`src/rtl/instruction_fetch_unit.sv`:
```
// Fetch stage: owns the PC, accepts MMU words on success, and hands them to decode through a
// one-entry valid/ready buffer. Also handles branch redirects and counts fetch stall cycles.
module instruction_fetch_unit #(
  parameter logic [31:0] RESET_PC    = 32'h0000_0000,
  parameter int unsigned STALL_CNT_W = 16
) (
  input  logic                   clk,
  input  logic                   reset,
  output logic [31:0]            instructionMemoryAddress,
  input  logic                   instructionMemorySuccess,
  input  logic [31:0]            instructionMemoryDataIn,
  input  logic                   branchTaken,
  input  logic [31:0]            branchTarget,
  input  logic                   decodeReady,
  output logic                   fetchValid,
  output logic [31:0]            fetchInstruction,
  output logic [31:0]            fetchPc,
  output logic [STALL_CNT_W-1:0] fetchStallCycles
);

  typedef enum logic {
    FETCH = 1'b0,
    FULL  = 1'b1
  } fetchState_t;

  fetchState_t            state, stateNext;
  logic [31:0]            pc, pcNext;
  logic                   validNext;
  logic [31:0]            instrNext;
  logic [31:0]            bufPcNext;
  logic [STALL_CNT_W-1:0] stallNext;

  // Redirect targets are word aligned; the low target bits are dropped on purpose.
  logic unusedTargetBits;
  assign unusedTargetBits = ^branchTarget[1:0];

  assign instructionMemoryAddress = pc;

  // NOTE: every signal written here gets a default first, so no path leaves one
  // unassigned and no latch is inferred.
  always_comb begin
    stateNext = state;
    pcNext    = pc;
    validNext = fetchValid;
    instrNext = fetchInstruction;
    bufPcNext = fetchPc;
    stallNext = fetchStallCycles;

    if (branchTaken) begin
      // Redirect drops the buffered word and whatever the MMU returns this cycle.
      pcNext    = {branchTarget[31:2], 2'b00};
      validNext = 1'b0;
      stateNext = FETCH;
    end else begin
      unique case (state)
        FETCH: begin
          if (instructionMemorySuccess) begin
            if (!fetchValid || decodeReady) begin
              instrNext = instructionMemoryDataIn;
              bufPcNext = pc;
              validNext = 1'b1;
              pcNext    = pc + 32'd4;
            end else begin
              // Word is not captured; it is refetched from the same pc after the drain.
              stateNext = FULL;
            end
          end else begin
            if (fetchStallCycles != '1) stallNext = fetchStallCycles + 1'b1;
            if (fetchValid && decodeReady) validNext = 1'b0;
          end
        end
        FULL: begin
          if (decodeReady) begin
            validNext = 1'b0;
            stateNext = FETCH;
          end
        end
        default: stateNext = FETCH;
      endcase
    end
  end

  // NOTE: sequential state uses non-blocking assignments so every register samples
  // the pre-edge values, independent of statement order.
  always_ff @(posedge clk) begin
    if (!reset) begin
      state            <= FETCH;
      pc               <= RESET_PC;
      fetchValid       <= 1'b0;
      fetchInstruction <= 32'h0;
      fetchPc          <= 32'h0;
      fetchStallCycles <= '0;
    end else begin
      state            <= stateNext;
      pc               <= pcNext;
      fetchValid       <= validNext;
      fetchInstruction <= instrNext;
      fetchPc          <= bufPcNext;
      fetchStallCycles <= stallNext;
    end
  end

endmodule

```
`config.mk`:
```
export PLATFORM = sky130hd
export DESIGN_NAME = instruction_fetch_unit
export DESIGN_NICKNAME = d
export VERILOG_FILES = /design/src/rtl/instruction_fetch_unit.sv
export SDC_FILE = /design/constraint.sdc
export NUM_CORES = 1
export LEC_CHECK = 0
export CAP_MARGIN = 25
export CORE_ASPECT_RATIO = 2
export CORE_MARGIN = 2
export CORE_UTILIZATION = 49
export DETAILED_ROUTE_END_ITERATION = 12
export MAX_ROUTING_LAYER = met4
export PLACE_DENSITY = 0.86
export SYNTH_ARGS = -nofsm -noshare
export SYNTH_HDL_FRONTEND = slang
export SYNTH_SLANG_ARGS = --single-unit
```
`constraint.sdc`:
```
create_clock -name clk -period 2.7 [get_ports clk]
set_input_delay 0.405 -clock clk [delete_from_list [all_inputs] [get_ports clk]]
set_output_delay 0.405 -clock clk [all_outputs]
set_load 0.01 [all_outputs]
```
Word level (Yosys, flattened, before mapping)
Index checks and enable logic that the tools add are counted.
{"block": "totals", "wordCells": 42, "output_inout_bits": 113, "in_bits": 69, "register_bits": 114}
{"block": "classes", "n_addsub": 2, "n_reduce_logical": 11, "n_mux": 13, "n_bitwise": 4, "eq_ne": 5}
{"op": "$mux W32", "count": 4}
{"op": "$add A32 B3 Y32 const B", "count": 1}
{"op": "$add A16 B1 Y16 const B", "count": 1}
{"op": "$ne A16 B16 Y1 const B", "count": 1}
{"op": "$reduce_and A3 Y1", "count": 3}
{"op": "$reduce_and A4 Y1", "count": 2}
{"op": "$mux W1", "count": 7}
{"op": "$ne A3 B3 Y1 const B", "count": 2}
{"op": "$ne A2 B2 Y1 const B", "count": 2}
{"op": "$not A1 Y1", "count": 4}
{"op": "$pmux W1 S2", "count": 2}
{"op": "$reduce_bool A2 Y1", "count": 2}
{"op": "$reduce_or A2 Y1", "count": 1}
{"op": "$logic_and A1 B1 Y1", "count": 1}
{"op": "$logic_not A1 Y1", "count": 1}
{"op": "$logic_or A1 B1 Y1", "count": 1}

Logic depth before layout (Yosys ltp)
Gate-level depths: netlist of run 1.
{"block": "depth", "word_depth": 6, "ltp_mapped": 7}

Worst setup path after synthesis of run 1
No wires, ideal clock.
{"block": "synth_path", "path_kind": "input-to-reg", "from": "input port branchTaken", "to": "register fetchStallCycles[8]", "stages": 5, "n_path_buf": 1, "setup_slack_ns": 0.779, "required_ns": 2.630, "setup_time_ns": 0.070, "t_arrival_ns": 1.851, "cell_sequence": "buf_6 or3_4 or3_4 or4_1 a21oi_1"}
{"block": "synth_via", "elab_chain_cells": 2}
{"element": "start, declared", "line": "12", "text": "input logic branchTaken,"}
{"element": "$not A1 Y1 (no line)"}
{"element": "$reduce_and A4 Y1 (no line)"}
{"element": "end signal, assigned", "line": "99", "text": "fetchStallCycles <= stallNext;"}
{"element": "end, declared", "line": "18", "text": "output logic [STALL_CNT_W-1:0] fetchStallCycles"}
Every way passes these cells.
A chain may end at the register's enable or synchronous reset.

Worst setup path in the final report of run 1
{"block": "layout_path", "from": "register pc[13], in the netlist instructionMemoryAddress[13]", "to": "register pc[29], in the netlist instructionMemoryAddress[29]"}
{"block": "layout_via", "elab_chain_cells": 5}
{"element": "start, declared", "line": "27", "text": "logic [31:0] pc, pcNext;"}
{"element": "start signal, assigned", "line": "95", "text": "pc <= pcNext;"}
{"element": "$add A32 B3 Y32", "line": "62", "text": "pcNext = pc + 32'd4;"}
{"element": "$mux W32", "line": "58", "text": "if (!fetchValid || decodeReady) begin"}
{"element": "$mux W32", "line": "57", "text": "if (instructionMemorySuccess) begin"}
{"element": "$mux W32", "line": "55", "text": "unique case (state)"}
{"element": "$mux W32", "line": "49", "text": "if (branchTaken) begin"}
Every way passes these cells. The select of a mux whose other input is x is not followed.

==> out/summary.txt, run 1 <==
Status - finished clean
Final estimated routing congestion in global placement - 0.902
Final sum of negative setup slack - 0 ns
Number of buffers inserted for hold repair after clock tree synthesis - 0
Area added between synthesis and finish - 42.7%
Maximum achievable frequency - 470 MHz
Worst Path Max Fanout - 8
Number of standard cells in the final layout excluding fillers - 949
Worst min path class - flop to flop
Number of gates on the worst path with buffers counted - 4
Row count - 52
DR vias - 5684
Nature of the critical path endpoint - flop
Slew headroom - 61.1%
Utilization after layout - 71.8%
Startpoint of the worst-slack reg-to-reg timing path - instructionMemoryAddress[13]$_SDFFE_PN0P_
Initial drt markers - 521
Number of optimization iterations in the first detailed-route pass - 5
Wire length per cell - 17.9 µm
Longest Clk Path Bufs - 2
Worst Hold Depth - 2
Buffers plus inverters on the worst setup path - 0
Top-level I/O count - 182
Placeable core area - 10100 µm²
Capture endpoint of the worst hold path - fetchPc[19]$_SDFFE_PN0P_
Largest net degree at the start of global routing - 52
Final critical delay including setup and external delays - 2.13 ns
Post-synthesis cell area - 5110 µm²
Number of warnings printed during yosys synthesis - 0
Clock tree skew after final layout - 0.00901 ns
Library cells used by synthesis - 48
Area of the multi-input gates - 2680 µm²
Clock tree from TritonCTS - yes
Source-to-sink clock delay at the later pin of the worst-skew pair - 0.35 ns
Number of placed cells counting well taps - 934
Number of nets in the final layout - 881
Ant. Diodes - 0
Number of buffers created by CTS - 9
Slowest cell delay on critical path - 0.65 ns
Post-DRT Antenna Nets - 0
Wire length after detailed routing - 17000 µm
Residual DRC - 0
First-pass GRT wire length - 27000 µm
Die extent in x - 76.2 µm
Clock transition at the registers of the reported paths - 0.07 ns
Number of sinks on the clock net - 110
Master of the slowest instance on the critical path - or4_4
Max_cap viols - 0
Kind of critical path - flop to flop
Critical R2R Capture - instructionMemoryAddress[29]$_SDFFE_PN0P_
Setup repair after global routing missed its margin - false
Worst path cell trace - nand3_1, or4_4, or4_1, nand3_1
Slew Limit Fails - 0
Vias in the first global route - 5557
Number of endpoints failing setup at the final stage - 0
Post-CTS setup buffers - 0
Avg Synthesized Cell Area - 7.85 µm²
Power density over the cells - 500 nW/µm²
Beginning of the worst hold path - fetchPc[19]$_SDFFE_PN0P_
Cell repeated most along the worst path - nand3_1
Final period util - 78.9%
Number of antenna violations at the first check in global routing - 0
Sequential fraction of the synthesis area - 43.1%
Total overflow reported by the global router - 0
Leakage - 2.45 nW
Share of post-route cells with drive strength above 1 - 6.27%
Data required, critical path - 2.99 ns
Worst-case register-to-register setup slack - 0.57 ns
Die H - 148 µm
H-tree lvl count - 3
Area of the die - 11300 µm²
Post-DP HPWL - 12400 µm
Depth of the most critical reg-to-reg path - 4
Arrival time worst endpoint - 2.42 ns
Storage cell area - 2200 µm²
Starting utilization of the core area - 50.3%
Crit-path leading delay family - simple AND/OR/NAND/NOR gates
Clock Root Buffer - clkbuf_16
Count of flip-flops with a built-in enable after synthesis - 0
Quantity of gates resized following cts - 0
Transition time of the tightest slew-check pin - 0.569 ns
VDD IR max - 410 µV
Synthesis-stage register bit count - 110
Async SR Flop Fraction - 0%
Filler Cell Count - 810
Dominant synthesized flop cell - dfxtp_1
Global Route Usage Sum - 30.2%
Worst Setup Start Kind - flop
Quantity of I/O buffers inserted on ports - 175
Synth Instances - 651
Final hold violation count - 0
Number of vias per cell after detailed routing - 5.99
[cell usage in the layout, fill, tap and decap left out, types with 4 or more instances in the layout]
cell             instances
clkdlybuf4s50_1        174
o31ai_1                  7
nor4_1                  12
or3_1                    4
nand3_1                 20
nor3b_1                  9
a31oi_1                 12
nor2b_1                  9
a211oi_1                10
a31o_2                   4
mux2i_1                 10
clkbuf_16                9
dfxtp_1                110
a21oi_1                 73
and4_1                  11
buf_4                   21
and3_1                   8
or4_1                    4
and2_1                   5
o21ai_0                 24
nor2_1                  12
nand2b_1                11
nand4_1                 27
conb_1                   4
nand2_1                156
inv_1                    5
a311oi_1                10
nor3_1                  12
[report_power, final]
group | leakage [nW] | internal (mW) | switching [mW] | total [mW]
sequential | 0.900 | 1.69 | 0.0846 | 1.78
combinational | 1.42 | 0.294 | 0.263 | 0.556
clock | 0.131 | 0.716 | 0.593 | 1.31
[per-layer routing]
layer  vias up  GRT usage (%)  routed length (µm)
met2       319           54.3                9130
met3        70           4.55                1030
met1      2642           31.1                6000
met4         0           17.0                 841
li1       2653              -                   -
met5         -              -                   0
[worst register-to-register path, stage by stage (launching register included)]
cell     delay, ns
dfxtp_1       0.53
nand3_1       0.32
or4_4         0.65
or4_1         0.48
nand3_1       0.09
[kinds of logic (layout without fill, tap and decap cells)]
kind of cell,Yosys count,in the layout,synth area share (%)
compound gates,151,151,17.7
fa+ha+maj,2,2,0.490
xor+xnor,5,5,0.857
simple gates,313,313,30.9
mux,10,10,1.96
flops,110,110,43.1
other cells,1,4,0.0734
buf+inv,59,219,4.87
[area by class of cell]
| cell class | count | share of cell area [%] |
|---|---|---|
| clock buffer | 10 | 3.14 |
| tap | 135 | 2.32 |
| clock inverter | 5 | 0.841 |
| sequential | 110 | 30.2 |
| inverter | 7 | 0.360 |
| multi-input combinational | 485 | 36.8 |
| timing repair buffer | 197 | 26.4 |
[sequential cells by signal (all words and copies together), names as in the netlist]
register,cells
fetchInstruction,32
fetchPc,30
instructionMemoryAddress,30
fetchStallCycles,16
fetchValid,1
state,1
[synthesized netlist by cell type (all sizes together), types with 3 or more instances]
master    n  area, µm²
nand2   156        586
dfxtp   110       2200
a21oi    73        365
clkbuf   43        161
nand4    27        169
o21ai    24        120
nand3    21        105
nor3     14       80.1
nor4     13       87.6
a31oi    12       75.1
nor2     12       45.0
and4     11       96.3
nand2b   11       68.8
a211oi   10       75.1
a311oi   10       87.6
mux2i    10        100
buf       9       61.3
nor2b     9       56.3
nor3b     9       67.6
and3      8       50.1
o31ai     7       52.6
inv       6       22.5
or3       6       47.5
and2      5       31.3
or4       5       41.3
a31o      4       35.0
a32oi     3       26.3
a41oi     3       26.3
xnor2     3       26.3
[metrics by stage]
stage / hold slack, ns / instance area, µm² / total power [mW] / setup WS, ns
2_1_floorplan: 0.481 / 5120 / 2.03 / 0.779
3_3_place_gp: 0.441 / 7000 / 2.34 / 0.305
3_5_place_dp: 0.446 / 7000 / 2.36 / 0.289
4_1_cts: 0.456 / 7290 / 3.65 / 0.617
5_1_grt: 0.476 / 7290 / 3.78 / 0.426
6_report: 0.454 / 7290 / 3.65 / 0.570
[worst max-delay path by stage]
| stage | start | end |
|---|---|---|
| 2_1_floorplan | branchTaken | fetchStallCycles[8]$_SDFFE_PN0P_ |
| 3_3_place_gp | instructionMemorySuccess | fetchStallCycles[8]$_SDFFE_PN0P_ |
| 5_1_grt | instructionMemoryAddress[2]$_SDFFE_PN0P_ | instructionMemoryAddress[18]$_SDFFE_PN0P_ |
| 3_5_place_dp | instructionMemorySuccess | fetchStallCycles[8]$_SDFFE_PN0P_ |
| 6_report | instructionMemoryAddress[13]$_SDFFE_PN0P_ | instructionMemoryAddress[29]$_SDFFE_PN0P_ |
| 4_1_cts | instructionMemoryAddress[13]$_SDFFE_PN0P_ | instructionMemoryAddress[29]$_SDFFE_PN0P_ |
(Power assumes the default switching activity.)
==> run 2, diff against run 1 <==
Settings changed: CORE_UTILIZATION 49 to 41, PLACE_DENSITY 0.86 to 0.77.
Clock period 2.7 ns to 1.9 ns, I/O delays scaled along.
==> run 2 against run 1 <==
Net effect:
- combinational power increased by 71%
- worst setup slack got worse by 0.54 ns
- sequential share of layout area decreased by 2.5 points
- count of clock-buffer cells in the layout unchanged
- non-clock buffer count increased by 71
- routed wire length increased by 9.0%
- clock power increased by 40%
- clock skew decreased by 0.0020 ns
- highest routed layer unchanged
==> out/summary.txt, run 2 (synthesized netlist as in run 1, its figures left out) <==
Post-DRT Antenna Nets - 0
Wire length per cell - 17.9 µm
Max_cap viols - 0
Worst Path Max Fanout - 4
Largest register FFs - 32
DR vias - 5909
Data required, critical path - 2.19 ns
Number of placed cells counting well taps - 1017
Critical R2R Capture - instructionMemoryAddress[31]$_SDFFE_PN0P_
Final Instance Area - 7950 µm²
Termination of the worst setup path - fetchStallCycles[8]$_SDFFE_PN0P_
Starting utilization of the core area - 42.1%
Placed Instance Area - 7630 µm²
Beginning of the critical path - instructionMemorySuccess
Maximum achievable frequency - 535 MHz
Leakage - 2.85 nW
VDD IR max - 537 µV
Final sum of negative setup slack - 0 ns
Cell repeated most along the worst path - or3_4
Status - finished clean
Slew Limit Fails - 0
Largest net degree at the start of global routing - 43
First-pass GRT wire length - 29400 µm
Worst min path class - flop to flop
Final period util - 98.4%
Slowest cell delay on critical path - 0.45 ns
Row count - 57
Most common cell after layout, fill and taps aside - clkdlybuf4s50_1
Placeable core area - 12100 µm²
Number of antenna violations at the first check in global routing - 0
Wire length after detailed routing - 18500 µm
Die H - 162 µm
Buffers plus inverters on the worst setup path - 1
Depth of the most critical reg-to-reg path - 6
Commonest cells after routing, fill and taps aside - clkdlybuf4s50_1, nand2_1, dfxtp_1, buf_4, a21oi_1
Number of vias per cell after detailed routing - 5.72
Residual DRC - 0
Number of buffers created by CTS - 9
Worst Setup Start Kind - input pin
Clock Root Buffer - clkbuf_16
H-tree lvl count - 3
Number of standard cells in the final layout excluding fillers - 1033
Master of the slowest instance on the critical path - clkdlybuf4s50_1
Startpoint of the worst-slack reg-to-reg timing path - instructionMemoryAddress[3]$_SDFFE_PN0P_
Area added between synthesis and finish - 55.5%
Clock tree skew after final layout - 0.00703 ns
Crit-path leading delay family - simple AND/OR/NAND/NOR gates
Initial drt markers - 361
Final estimated routing congestion in global placement - 0.898
Filler Cell Count - 1045
Quantity of I/O buffers inserted on ports - 175
Source-to-sink clock delay at the later pin of the worst-skew pair - 0.35 ns
Post-CTS setup buffers - 0
Register with the most flip-flops - fetchInstruction
Share of post-route cells with drive strength above 1 - 14.6%
Area of the multi-input gates - 2720 µm²
Final hold violation count - 0
Clock tree from TritonCTS - yes
Number of sinks on the clock net - 110
Die extent in x - 82.9 µm
Clock transition at the registers of the reported paths - 0.08 ns
Final critical delay including setup and external delays - 1.87 ns
Beginning of the worst hold path - fetchInstruction[8]$_SDFFE_PN0P_
Top-level I/O count - 182
Arrival time worst endpoint - 2.16 ns
Kind of critical path - input pin to flop
Global Route Usage Sum - 27.6%
Longest Clk Path Bufs - 2
Worst path cell trace - clkdlybuf4s50_1, or3_4, or3_4, or4_4, a21oi_2
Worst-case register-to-register setup slack - 0.09 ns
Post-DP HPWL - 14100 µm
Number of optimization iterations in the first detailed-route pass - 5
Total overflow reported by the global router - 0
Number of endpoints failing setup at the final stage - 0
Area of the die - 13400 µm²
Nature of the critical path endpoint - flop
Number of gates on the worst path with buffers counted - 5
Number of nets in the final layout - 952
Storage cell area - 2200 µm²
Vias in the first global route - 5910
Power density over the cells - 664 nW/µm²
Number of buffers inserted for hold repair after clock tree synthesis - 0
Ant. Diodes - 0
-- run 2: layout make-up --
type | count | area share [%]
Multi-Input combinational cell | 485 | 34.2
Sequential cell | 110 | 27.7
Inverter | 7 | 0.331
Clock buffer | 10 | 2.88
Clock inverter | 6 | 0.646
Tap cell | 147 | 2.31
Timing Repair Buffer | 268 | 31.9
-- run 2: timing repair --
action	in CTS	in global routing
endpoints found under the setup margin	0	4
gates resized for setup	0	8
hold endpoints to repair	0	0
-- run 2: worst min path at each step --
stage,to,slack (ns),cells after the start
global placement,fetchInstruction[20]$_SDFFE_PN0P_,0.44,2
global route,fetchPc[6]$_SDFFE_PN0P_,0.47,2
finish,fetchInstruction[8]$_SDFFE_PN0P_,0.46,2
CTS,fetchPc[20]$_SDFFE_PN0P_,0.46,2
detailed placement,fetchInstruction[8]$_SDFFE_PN0P_,0.45,2
floorplan,state$_SDFF_PP0_,0.36,1
-- run 2: power by group --
group	internal [mW]	switching [mW]
logic	0.507	0.440
registers	2.41	0.0802
clock network	0.919	0.923
total	3.83	1.44
-- run 2: worst min-delay path, stage by stage (launching register included) --
cell and delay [ns]:
dfxtp_1 0.31, nand2_1 0.05, a21oi_1 0.05
-- run 2: stage by stage --
step           setup WS, ns  hold WS, ns  power [mW]  utilization [%]
3_3_place_gp         -0.341        0.441        3.46             63.0
2_1_floorplan        0.0436        0.364        2.89                -
3_5_place_dp         -0.336        0.447        3.48             63.0
4_1_cts              0.0217        0.456        5.31             65.3
5_1_grt             -0.0181        0.475        5.50             65.5
6_report             0.0311        0.456        5.28             65.5
-- run 2: routing by layer --
metal / GRT usage [%] / up-vias / routed length [µm] / share of wire, %
met3: 3.30 / 75 / 842 / 4.5
met2: 49.3 / 251 / 9970 / 54
li1: - / 2794 / - / -
met1: 28.4 / 2789 / 6650 / 36
met4: 17.4 / 0 / 1060 / 5.7
met5: - / - / 0 / 0
==> RTL edit 1 (config.mk and constraints of run 1) <==
Reset style: asynchronous (`reset`), changed in one clocked block.
--- a/src/rtl/instruction_fetch_unit.sv
+++ b/src/rtl/instruction_fetch_unit.sv
@@ -82,7 +82,7 @@
 
   // NOTE: sequential state uses non-blocking assignments so every register samples
   // the pre-edge values, independent of statement order.
-  always_ff @(posedge clk) begin
+  always_ff @(posedge clk or negedge reset) begin
     if (!reset) begin
       state            <= FETCH;
       pc               <= RESET_PC;
Function: differs if reset is asserted again (counterexample within 4 cycles, from zero or initial values and one cycle with reset low); with reset held inactive, the same outputs for 4 cycles.
==> RTL edit 1 against run 1 <==
  * Clock skew about the same
  * Cell area decreased by 1.9%
  * Utilization increased by 1.4 points
  * Sequential cell count unchanged
  * Hold slack got worse by 0.38 ns
  * Worst setup slack got worse by 0.11 ns
  * Routed wire length decreased by 26%
  * First-iteration DRC count decreased by 57%
  * Die area decreased by 3.9%
  * Synthesized area decreased by 4.1%
  * Critical endpoint is now instructionMemoryAddress[30]
  * Highest routed layer unchanged
Power is not compared: it rests on default switching activity, and its combinational part moved more than twofold at a synthesized area within 25%.
==> RTL edit 1: results (changes against run 1) <==
[synth]
async_flop_share_pct = 100  ; +100 points
yosysSeqAreaShare_pct = 56.2  ; +13 points
ys_types = 35  ; -27%
synth_compound_gate_area_share_pct = 3.32  ; -14 points
synth.area.top_cells = dfrtp_1, mux2_2, mux2_1
synthMuxAreaShare_pct = 15.8  ; +14 points
ys.flop_type = dfrtp_1
synthTopCellsByCount = dfrtp_1, nand2_1, mux2_2
avgSynthCellArea_um2 = 12.1  ; +54%
synth-xor-area-share_pct = 7.15  ; +6.3 points
synthAdderAreaFrac_pct = 0.511  ; +0.021 points

[critical_path]
cp_slowest_stage_delay_ns = 0.72  ; +0.07 ns
critical_path.max_fanout = 7  ; -1
critical_path.endpoint = instructionMemoryAddress[30]
cp_slowest_cell = or4_1
r2r_cells = 5  ; +1
arrival_ns = 2.47  ; +0.05 ns

[cells_and_area]
fill_cells = 678  ; -16%
layout.nets = 660  ; -25%
regArea_mm2 = 0.00275  ; +25%
drive_above_1_share_pct = 14.6  ; +8.4 points

[worst_hold_path]
holdCritPathClass = in2async

[routing]
dr.pass1.iters = 4  ; -1
vias_per_cell = 5.31  ; -11%
drt_wl_total_mm = 12.6  ; -26%
routed-via-count = 3852  ; -32%

[global_route]
track_usage_pct = 25.1  ; -5.1 points
grt_max_degree = 62  ; +19%
grt_pass1_wl_mm = 20.2  ; -25%

[sta]
fin_skew_ns = 0.00891  ; -0.0000992 ns
fin_crit_sh_pct = 83.1  ; +4.2 points
worst_slew_pin_slew_ns = 0.668  ; +0.0992 ns
hold_ws_ns = 0.0724  ; -0.382 ns

[status]
status = finished, final reports clean

[placement]
gp_congestion = 0.830  ; -8.0%
dp.cells = 710  ; -24%
hpwl_mm = 9.55  ; -23%
post_dp_cell_area_mm2 = 0.00685  ; -2.1%

[RTL edit 1: cell count changes after synthesis, moves of 19 or more]
cell / run 1 / this run
o21ai_1: 0 / 22
clkbuf_1: 43 / 9
dfxtp_1: 110 / 0
mux2_1: 0 / 22
nand2_1: 156 / 47
dfrtp_1: 0 / 110
a21oi_1: 73 / 2
xor2_1: 2 / 23
o21ai_0: 24 / 5
mux2_2: 0 / 46
[RTL edit 1: final cells by class]
| type | count | area share [%] |
|---|---|---|
| Multi-Input combinational cell | 276 | 28.7 |
| Clock buffer | 13 | 3.78 |
| Sequential cell | 110 | 38.5 |
| Inverter | 3 | 0.157 |
| Clock inverter | 3 | 0.367 |
| Tap cell | 132 | 2.31 |
| Timing Repair Buffer | 189 | 26.2 |
[RTL edit 1: routing by layer]
layer  global-route usage [%]  share of wire (%)  vias to the layer above
met5                        -                  0                        -
li1                         -                  -                     1788
met2                     45.4                 57                      134
met4                     11.1                3.9                        0
met3                     4.22                4.6                       31
met1                     25.3                 34                     1899
==> RTL edit 2 (config.mk and constraints of run 1) <==
Without the edit above. The parameter `STALL_CNT_W` goes from 16 to 32.
--- a/src/rtl/instruction_fetch_unit.sv
+++ b/src/rtl/instruction_fetch_unit.sv
@@ -2,7 +2,7 @@
 // one-entry valid/ready buffer. Also handles branch redirects and counts fetch stall cycles.
 module instruction_fetch_unit #(
   parameter logic [31:0] RESET_PC    = 32'h0000_0000,
-  parameter int unsigned STALL_CNT_W = 16
+  parameter int unsigned STALL_CNT_W = 32
 ) (
   input  logic                   clk,
   input  logic                   reset,
Ports: changed (resized fetchStallCycles); port bits go from 182 to 198. No check against the original RTL was run, so the function may have changed too.
==> RTL edit 2 against run 1 <==
  * Synthesized area is 6.8% higher
  * Sequential cell count is 16 higher
  * Final cell count is 7.2% higher
  * Critical path type unchanged
  * Total power is 31% higher
  * Cell area is 12% higher
  * Routed wire length is 4.7% higher
  * Largest power group is now clock
  * Worst setup slack worse by 0.11 ns
  * Global-route usage is 0.10 points higher
==> RTL edit 2: results (changes against run 1) <==
[status]
status = finished, final reports clean

[clocking]
clock_latency_ns = 0.43  ; +0.08 ns
cts-htree-levels = 4  ; +1
cts-buffers-inserted = 17  ; +8

[global_route]
grt_pass1_vias = 5776  ; +3.9%
grt_use_met2_pct = 54.2  ; -0.080 points
grt_use_met1_pct = 27.2  ; -3.9 points
use_met3_pct = 7.14  ; +2.6 points

[routing]
vias_per_cell = 5.71  ; -4.7%
wl_met3_um = 898  ; -13%
wl_met1_mm = 6.09  ; +1.5%

[power_and_ir_drop]
leakage_nw = 2.85  ; +16%
ir_worst_vdd_uv = 580  ; +42%
p_switching_w = 0.00120  ; +28%

[critical_path]
critical_path.max_fanout = 6  ; -2
reg2reg_from = instructionMemoryAddress[12]
cp_slowest_stage_delay_ns = 0.61  ; -0.04 ns
cp_slowest_cell = nor4_2

[worst_hold_path]
hp-start = fetchInstruction[30]

[synth]
synthAdderAreaFrac_pct = 0.459  ; -0.031 points
ys_types = 46  ; -4.2%

[placement]
io_buffers = 191  ; +9.1%
dp.cells = 985  ; +5.5%
post_dp_cell_area_mm2 = 0.00760  ; +8.5%

[sta]
fin_skew_ns = 0.0164  ; +0.00735 ns

[cells_and_area]
layout.nets = 935  ; +6.1%

==> RTL edit 2: cells by family after synthesis <==
kind of cell	count (synthesis)
other	1
buffers and inverters	49
AND/OR/NAND/NOR	288
XOR/XNOR	34
adder cells (fa/ha/maj)	2
multiplexers	6
AO/OA/AOI/OAI	163
flip-flops	126
==> RTL edit 2: stage by stage <==
| stage | setup WS (ns) | hold slack [ns] |
|---|---|---|
| 6_report | 0.460 | 0.455 |
| 5_1_grt | 0.314 | 0.473 |
| 4_1_cts | 0.504 | 0.456 |
| 3_5_place_dp | 0.0929 | 0.447 |
| 3_3_place_gp | 0.138 | 0.441 |
| 2_1_floorplan | 0.667 | 0.481 |
==> RTL edit 2: power groups by stage <==
| stage | clock network, W | logic, W | registers [W] |
|---|---|---|---|
| 2_1_floorplan | 0 | 0.000176 | 0.00206 |
| 3_3_place_gp | 0 | 0.000511 | 0.00203 |
| 3_5_place_dp | 0 | 0.000525 | 0.00203 |
| 4_1_cts | 0.00228 | 0.000529 | 0.00199 |
| 5_1_grt | 0.00236 | 0.000568 | 0.00200 |
| 6_report | 0.00226 | 0.000530 | 0.00200 |
==> RTL edit 2: path summary, 6_finish.rpt <==
path | endpoint | slack (ns) | depth (start not counted)
hold / removal | fetchInstruction[30] | 0.45 | 2
setup / recovery | instructionMemoryAddress[31] | 0.46 | 5
hold reg to reg | fetchInstruction[30] | 0.45 | 2
setup reg to reg | instructionMemoryAddress[31] | 0.46 | 5
==> RTL edit 2: final cells by class <==
type | count | area (um2)
clock buffer | 17 | 425
clock inverter | 15 | 165
fill | 775 | 2690
inverter | 6 | 22.5
multi-input combinational | 497 | 2740
sequential | 126 | 2520
tap | 140 | 175
timing repair buffer | 216 | 2140
